**src/rtl/ifu_pkg.sv**
```systemverilog
// Shared types and constants for the instruction fetch unit and the decoder.
package ifu_pkg;

  localparam int unsigned XLEN_DEF = 32;
  localparam int unsigned PC_STEP  = 4;

  localparam logic [31:0] RESET_PC_DEF = 32'h8000_0000;
  localparam logic [31:0] INST_NOP     = 32'h0000_0013;

  // Major opcode field inst[6:2], shared with the decoder
  localparam logic [4:0] OP_IMM   = 5'b00100;
  localparam logic [4:0] OP_LUI   = 5'b01101;
  localparam logic [4:0] OP_AUIPC = 5'b00101;
  localparam logic [4:0] OP_JAL   = 5'b11011;
  localparam logic [4:0] OP_JALR  = 5'b11001;

  typedef enum logic [1:0] {
    S_IDLE = 2'd0,
    S_REQ  = 2'd1,
    S_WAIT = 2'd2,
    S_HOLD = 2'd3
  } state_t;

endpackage

```
**src/rtl/ifu_pc_gen.sv**
```systemverilog
// Next-PC select: redirect target wins, else pc+4 on advance, else hold.
module ifu_pc_gen
  import ifu_pkg::*;
#(
  parameter int unsigned XLEN = XLEN_DEF
) (
  input  logic [XLEN-1:0] pc,
  input  logic            advance,
  input  logic            redirect_valid,
  input  logic [XLEN-1:0] redirect_pc,
  output logic [XLEN-1:0] npc_c
);

  always_comb begin
    npc_c = pc;
    if (redirect_valid) begin
      npc_c = redirect_pc;
    end else if (advance) begin
      npc_c = pc + XLEN'(PC_STEP);
    end
  end

endmodule

```
**src/rtl/ifu_fetch.sv**
```systemverilog
// Instruction fetch unit: PC, single-outstanding memory fetch, valid/ready instruction output.
// Optional misaligned-PC trap (nop + fetch_err) under `define IFU_MISALIGN_CHK_EN.
module ifu_fetch
  import ifu_pkg::*;
#(
  parameter int unsigned    XLEN     = XLEN_DEF,
  parameter logic [XLEN-1:0] RESET_PC = XLEN'(RESET_PC_DEF)
) (
  input  logic            clk,
  input  logic            rst,
  output logic            mem_req_valid,
  input  logic            mem_req_ready,
  output logic [XLEN-1:0] mem_req_addr,
  input  logic            mem_resp_valid,
  input  logic [XLEN-1:0] mem_resp_data,
  output logic            inst_valid,
  input  logic            inst_ready,
  output logic [XLEN-1:0] inst,
  output logic [XLEN-1:0] inst_pc,
  input  logic            redirect_valid,
  input  logic [XLEN-1:0] redirect_pc,
  output logic            fetch_err
);

  state_t          state, state_n;
  logic [XLEN-1:0] pc, npc_c;
  logic            kill, kill_n;
  logic [XLEN-1:0] inst_n, inst_pc_n;
  logic            ferr_n;
  logic            advance_c;
  logic            misalign_c;

  assign mem_req_addr = pc;
  assign advance_c    = (state == S_HOLD) && inst_ready;

  ifu_pc_gen #(.XLEN(XLEN)) u_pc_gen (
    .pc             (pc),
    .advance        (advance_c),
    .redirect_valid (redirect_valid),
    .redirect_pc    (redirect_pc),
    .npc_c          (npc_c)
  );

`ifdef IFU_MISALIGN_CHK_EN
  assign misalign_c = (npc_c[1:0] != 2'b00);
`else
  assign misalign_c = 1'b0;
`endif

  always_ff @(posedge clk or posedge rst) begin
    if (rst) begin
      state <= S_IDLE;
    end else begin
      state <= state_n;
    end
  end

  always_comb begin
    state_n   = state;
    kill_n    = kill;
    inst_n    = inst;
    inst_pc_n = inst_pc;
    ferr_n    = fetch_err;
    case (state)
      S_IDLE: state_n = S_REQ;
      S_REQ: begin
        // A redirect on the accept cycle leaves the old fetch in flight to be dropped
        if (mem_req_ready) begin
          state_n = S_WAIT;
          kill_n  = redirect_valid;
        end
      end
      S_WAIT: begin
        if (mem_resp_valid) begin
          kill_n = 1'b0;
          if (kill || redirect_valid) begin
            state_n = S_REQ;
          end else begin
            state_n   = S_HOLD;
            inst_n    = mem_resp_data;
            inst_pc_n = pc;
          end
        end else if (redirect_valid) begin
          kill_n = 1'b1;
        end
      end
      S_HOLD: begin
        if (redirect_valid || inst_ready) begin
          state_n = S_REQ;
          ferr_n  = 1'b0;
        end
      end
      default: state_n = S_IDLE;
    endcase
    // Misaligned target: skip the memory and present a nop flagged as an error
    if ((state_n == S_REQ) && misalign_c) begin
      state_n   = S_HOLD;
      inst_n    = XLEN'(INST_NOP);
      inst_pc_n = npc_c;
      ferr_n    = 1'b1;
    end
  end

  always_ff @(posedge clk or posedge rst) begin
    if (rst) begin
      pc            <= RESET_PC;
      kill          <= 1'b0;
      inst          <= '0;
      inst_pc       <= '0;
      inst_valid    <= 1'b0;
      mem_req_valid <= 1'b0;
      fetch_err     <= 1'b0;
    end else begin
      pc            <= npc_c;
      kill          <= kill_n;
      inst          <= inst_n;
      inst_pc       <= inst_pc_n;
      inst_valid    <= (state_n == S_HOLD);
      mem_req_valid <= (state_n == S_REQ);
      fetch_err     <= ferr_n;
    end
  end

endmodule

```
**config.mk**
```make
export PLATFORM = sky130hd
export DESIGN_NAME = ifu_fetch
export DESIGN_NICKNAME = d
export VERILOG_FILES = /design/src/rtl/ifu_pkg.sv /design/src/rtl/ifu_pc_gen.sv /design/src/rtl/ifu_fetch.sv
export SDC_FILE = /design/constraint.sdc
export NUM_CORES = 1
export LEC_CHECK = 0
export ABC_AREA = 1
export BUFFER_PORTS_ARGS = -buffer_cell sky130_fd_sc_hd__buf_2
export CAP_MARGIN = 20
export CORE_ASPECT_RATIO = 1.2
export CORE_MARGIN = 5
export CORE_UTILIZATION = 55
export CTS_BUF_LIST = sky130_fd_sc_hd__clkbuf_8
export CTS_CLUSTER_SIZE = 8
export DETAILED_ROUTE_END_ITERATION = 12
export PLACE_DENSITY = 0.92
export SLEW_MARGIN = 5
export SYNTH_ARGS = -nofsm -noshare
export SYNTH_HDL_FRONTEND = slang
export SYNTH_HIERARCHICAL = 1
export SYNTH_SLANG_ARGS = --single-unit
```
**constraint.sdc**
```tcl
create_clock -name clk -period 8.99 [get_ports clk]
set_input_delay 0.899 -clock clk [delete_from_list [all_inputs] [get_ports clk]]
set_output_delay 0.899 -clock clk [all_outputs]
set_load 0.1 [all_outputs]
```
* Word-level counts from Yosys, hierarchy flattened
Index checks and enable logic that the tools add are counted.
Operators by class: multiplexer cells 11, reductions and logical operators 8, bitwise operators 1, add/subtract/negate cells 1, eq/ne operators 7
Operators with widths (number):
- $mux 32 | 2
- $add 32x3->32 const B | 1
- $mux 2 | 4
- $pmux 2 s4 | 1
- $eq 2x2->1 const B | 3
- $reduce_and 3->1 | 2
- $eq 2x1->1 const B | 2
- $reduce_bool 2->1 | 2
- $mux 1 | 3
- $ne 3x3->1 const B | 1
- $logic_not 2->1 | 1
- $logic_or 1x1->1 | 2
- $ne 2x2->1 const B | 1
- $pmux 1 s2 | 1
- $logic_and 1x1->1 | 1
- $not 1->1 | 1
Storage, ports and cells: register bits 101, output and inout bits 99, input bits 70, word-level logic and storage cells 35

* Depth between registers and ports, before layout
depth in word-level cells 5, gate-level depth with buffers 11, mapped depth without buffers 11

* Hierarchy
The synthesis kept the hierarchy.
By module, submodules not included:
- ifu_fetch | times used 1, cells an instance 352, area each 3706.1 sq um
- ifu_pc_gen | times used 1, cells an instance 261, area each 1229.9 sq um

* Worst setup path before layout
Ideal clock, no wire load.
path kind register -> register, from register pc[2] (netlist: mem_req_addr[2]), to register pc[26] (netlist: mem_req_addr[26]), setup slack 6.837 ns, period minus slack after synthesis 2.153 ns, data arrival time 2.040 ns, cell stages (with the launch flop) 11, setup time 0.113 ns, cell sequence dfrtp_1 ha_1 nand2_2 nor2_4 nand2_4 nor2_8 nand3_2 nand2_1 nand3_1 nand2_1 inv_1
Between the ends: word-level cells in the longest chain between the ends 3
RTL lines:
- start: declaration | line ifu_fetch.sv:26 | logic [XLEN-1:0] pc, npc_c;
- start signal: assignment | line ifu_fetch.sv:114 | pc <= npc_c;
- $add 32x3->32 | line ifu_pc_gen.sv:19 | npc_c = pc + XLEN'(PC_STEP);
- $mux 32 | line ifu_pc_gen.sv:18 | end else if (advance) begin
- $mux 32 | line ifu_pc_gen.sv:16 | if (redirect_valid) begin
- via npc_c[26] | line ifu_fetch.sv:26
The timed path passes the listed nets, and every way through them passes these cells. The select of a mux whose other input is x is not followed. A chain may end at the register's enable or synchronous reset.

* Worst setup path after layout
from input port redirect_valid, to register pc[26] (netlist: mem_req_addr[26])
Between the ends: word-level cells in the longest chain between the ends 1
RTL lines:
- start: declaration | line ifu_fetch.sv:20 | input logic redirect_valid,
- $mux 32 | line ifu_pc_gen.sv:16
- via npc_c[26] | line ifu_fetch.sv:26
The timed path passes the listed nets, and every way through them passes these cells.

==> reports/qor.tcl <==
set qor(final-setup-viol-count) 0
set qor(fp.dieH_um) 114
set qor(post-synth-top-area-cell) {dfrtp_1}
set qor(worstSetupEndpointType) {register}
set qor(design.portCount) 169
set qor(drive_gt1_frac) 0.276
set qor(path_cells) {buf_2 > clkinv_1 > or2_2 > nand2_1 > inv_1}
set qor(critPathTopFamily) {buffers and inverters}
set qor(clock_skew_ns) 0.0123
set qor(synth_seq_area_share) 0.512
set qor(rows) 37
set qor(cts_made_buffers) 9
set qor(dp_hpwl_um) 10000
set qor(drt-wirelength-per-cell_um) 16.3
set qor(filler_cell_count) 685
set qor(antenna_found_initial) 0
set qor(number_of_instances_in_the_synthesized_netlist) 613
set qor(cts_buffer_depth) 2
set qor(yosys.cell_types.count) 31
set qor(setup_repair_after_global_routing_missed_its_margin) {no}
set qor(worst-slew-pin-transition_ns) 0.941
set qor(fmax_mhz) 347
set qor(via_count_of_the_first_global_routing_pass) 4879
set qor(period_minus_slack_ns) 2.88
set qor(starting_density_of_the_core) 0.570
set qor(clock_sinks) 101
set qor(timing.critical_path.arrival_ns) 3.16
set qor(syn_area_um2) 4940
set qor(ctsResizeCount) 0
set qor(grtUsageTotal) 0.264
set qor(tritoncts_clock_tree) {built}
set qor(wire_length_of_the_first_global_routing_pass_um) 22900
set qor(cap_viol_max_count) 0
set qor(total_non_filler_cell_area_in_the_finished_layout_um2) 5990
set qor(ys_ff_latch) 101
set qor(die_x_um) 96.5
set qor(post-route-period-util) 0.321
set qor(routed_wl_um) 14400
set qor(layout-area-overhead-vs-synth_pct) 21.4
set qor(ctsRootBufferMaster) {clkbuf_8}
set qor(max-slew-margin-rel) 0.373
set qor(crit_type) {in -> reg}
set qor(power_mw) 2.52
set qor(worst-path-max-fanout) 42
set qor(cts_hold_buf) 0
set qor(synthDominantCellAreaShare) 0.507
set qor(routabilityCongestion) 0.920
set qor(cts_htree_levels) 3
set qor(timing.critical_path.buf_inv) 3
set qor(synthTopCellsByArea) {dfrtp_1, nand2_1, nand4_1, nand3_1, nor2_1}
set qor(post_dp_cell_area_um2) 5790
set qor(drt-initial-drc-count) 531
set qor(final_cells) 882
set qor(critPathSlowestCell) {clkinv_1}
set qor(fin_nets) 832
set qor(timing.critical_path.slowest_cell_delay_ns) 0.95
set qor(worst_ir_drop_vdd_mv) 0.220
set qor(timing.critical_path.required_ns) 9.26
set qor(final_number_of_hold_violating_endpoints) 0
set qor(clk_latency_ns) 0.37
set qor(route.vias.total) 4932
set qor(portBuffers) 167
set qor(power_leakage_nw) 3.37
set qor(routed_via_density) 5.59
set qor(antenna_cells_inserted) 0
set qor(post-cts-setup-buffers) 0
set qor(maxSlewViolCount) 0
set qor(class_of_the_tightest_hold_or_removal_check) {reg -> reg}
set qor(mappedNetlistNets) 684
set qor(ant_nets) 0
set qor(cell_area_power_density_nw_per_um2) 420
set qor(floorplan.die_area_um2) 11000
set qor(placed_cells_incl_taps) 866
set qor(worst_setup_hold_path_clk_slew_ns) 0.09
set qor(yosysWarnings) 6
set qor(totalNegativeSetupSlack_ns) 0
set qor(avgSynthCellArea_um2) 8.05
set qor(remaining_drc_errors) 0
set qor(run_status) {completed}
set qor(dr.pass1.iters) 6
set qor(cp-start-kind) {input port}
set qor(utilization) 0.692
set qor(final_global_route_overflow_total) 0
set qor(design.core.area_um2) 8660
set qor(largest_net_degree_at_the_start_of_global_routing) 76
[state kept, by name (all words and copies together) (netlist names)]
name,count
inst,32
inst_pc,32
inst_valid,1
kill,1
mem_req_addr,32
mem_req_valid,1
state,2
[layer usage]
metal / vias to the layer above / wire length, µm / global-route usage
met5: - / 0 / 0
met4: 0 / 359 / 0.119
met3: 28 / 1220 / 0.0336
met2: 282 / 7290 / 0.453
met1: 2328 / 5540 / 0.328
li1: 2294 / - / -
[kinds of logic after synthesis]
group,Yosys count,share of synthesized area
and+or+nand+nor,411,0.384
DFF,101,0.512
buffers and inverters,71,0.0654
AOI/OAI and AO/OA,19,0.0195
xor gates and xnor gates,9,0.0160
adders and majority gates,1,0.00253
other,1,0.000760
[metrics by stage]
stage / setup slack (ns) / hold slack, ns
6_report: 6.11 / 0.473
5_1_grt: 5.99 / 0.498
4_1_cts: 6.02 / 0.476
3_5_place_dp: 5.64 / 0.455
3_3_place_gp: 5.47 / 0.448
2_1_floorplan: 5.45 / 0.496
[final timing paths]
path,startpoint,cells past startpoint,slack (ns),endpoint
max in group asynchronous,rst,3,7.22,inst[9]$_DFFE_PP0P_
worst max-delay path,redirect_valid,5,6.11,mem_req_addr[26]$_DFF_PP0_
worst max register to register,state[0]$_DFF_PP0_,9,6.76,mem_req_addr[27]$_DFF_PP0_
worst min register to register,inst_pc[28]$_DFFE_PP0P_,2,0.47,inst_pc[28]$_DFFE_PP0P_
min in group asynchronous,rst,2,0.50,inst_pc[11]$_DFFE_PP0P_
worst min-delay path,inst_pc[28]$_DFFE_PP0P_,2,0.47,inst_pc[28]$_DFFE_PP0P_
[cell type report]
type                       count  area (µm²)  area share
timing repair buffer         172         913       0.152
inverter                      36         138      0.0230
tap                          117         146      0.0244
clock inverter                 3        12.5     0.00209
sequential                   101        2530       0.422
clock buffer                  12         165      0.0276
multi-input combinational    441        2090       0.349
[cell usage in the layout, fill, tap and decap left out]
cell / netlist / layout
a31oi_1: 1 / 1
or2_2: 6 / 6
conb_1: 1 / 1
clkbuf_8: 0 / 12
dfstp_2: 1 / 1
nor3_1: 1 / 1
ha_1: 1 / 1
nand3_1: 42 / 42
nand4_1: 70 / 70
dfrtp_1: 100 / 100
a21oi_1: 6 / 6
buf_16: 0 / 2
xor2_1: 4 / 4
nand2_2: 3 / 3
inv_4: 0 / 1
nand3b_1: 2 / 2
clkinv_2: 0 / 1
nor2_1: 35 / 35
clkinv_1: 1 / 1
xnor2_1: 5 / 5
nand3_2: 2 / 2
o21ai_1: 4 / 4
nor2_4: 6 / 7
o21ai_0: 8 / 8
nor2_8: 1 / 1
nand2_1: 238 / 238
buf_2: 18 / 167
inv_2: 1 / 1
nand2_4: 1 / 1
buf_4: 7 / 3
nor2_2: 4 / 3
inv_1: 34 / 35
[synth_stat cells, drive strengths merged]
cell type,n
a21oi,6
a31oi,1
buf,28
clkbuf,7
clkinv,1
conb,1
dfrtp,100
dfstp,1
ha,1
inv,35
nand2,242
nand3,44
nand3b,2
nand4,70
nor2,46
nor3,1
o21ai,12
or2,6
xnor2,5
xor2,4
[tightest hold or removal path, cell delays in order (launching register included)]
cell and delay [ns]:
dfrtp_1 0.35, nand2_1 0.05, nand2_1 0.04
[power breakdown]
group	switching (mW)	leakage, nW	internal (mW)
Sequential	0.108	1.28	0.605
Clock	0.146	0.101	0.120
Combinational	1.35	1.99	0.192
(Power assumes the default switching activity.)
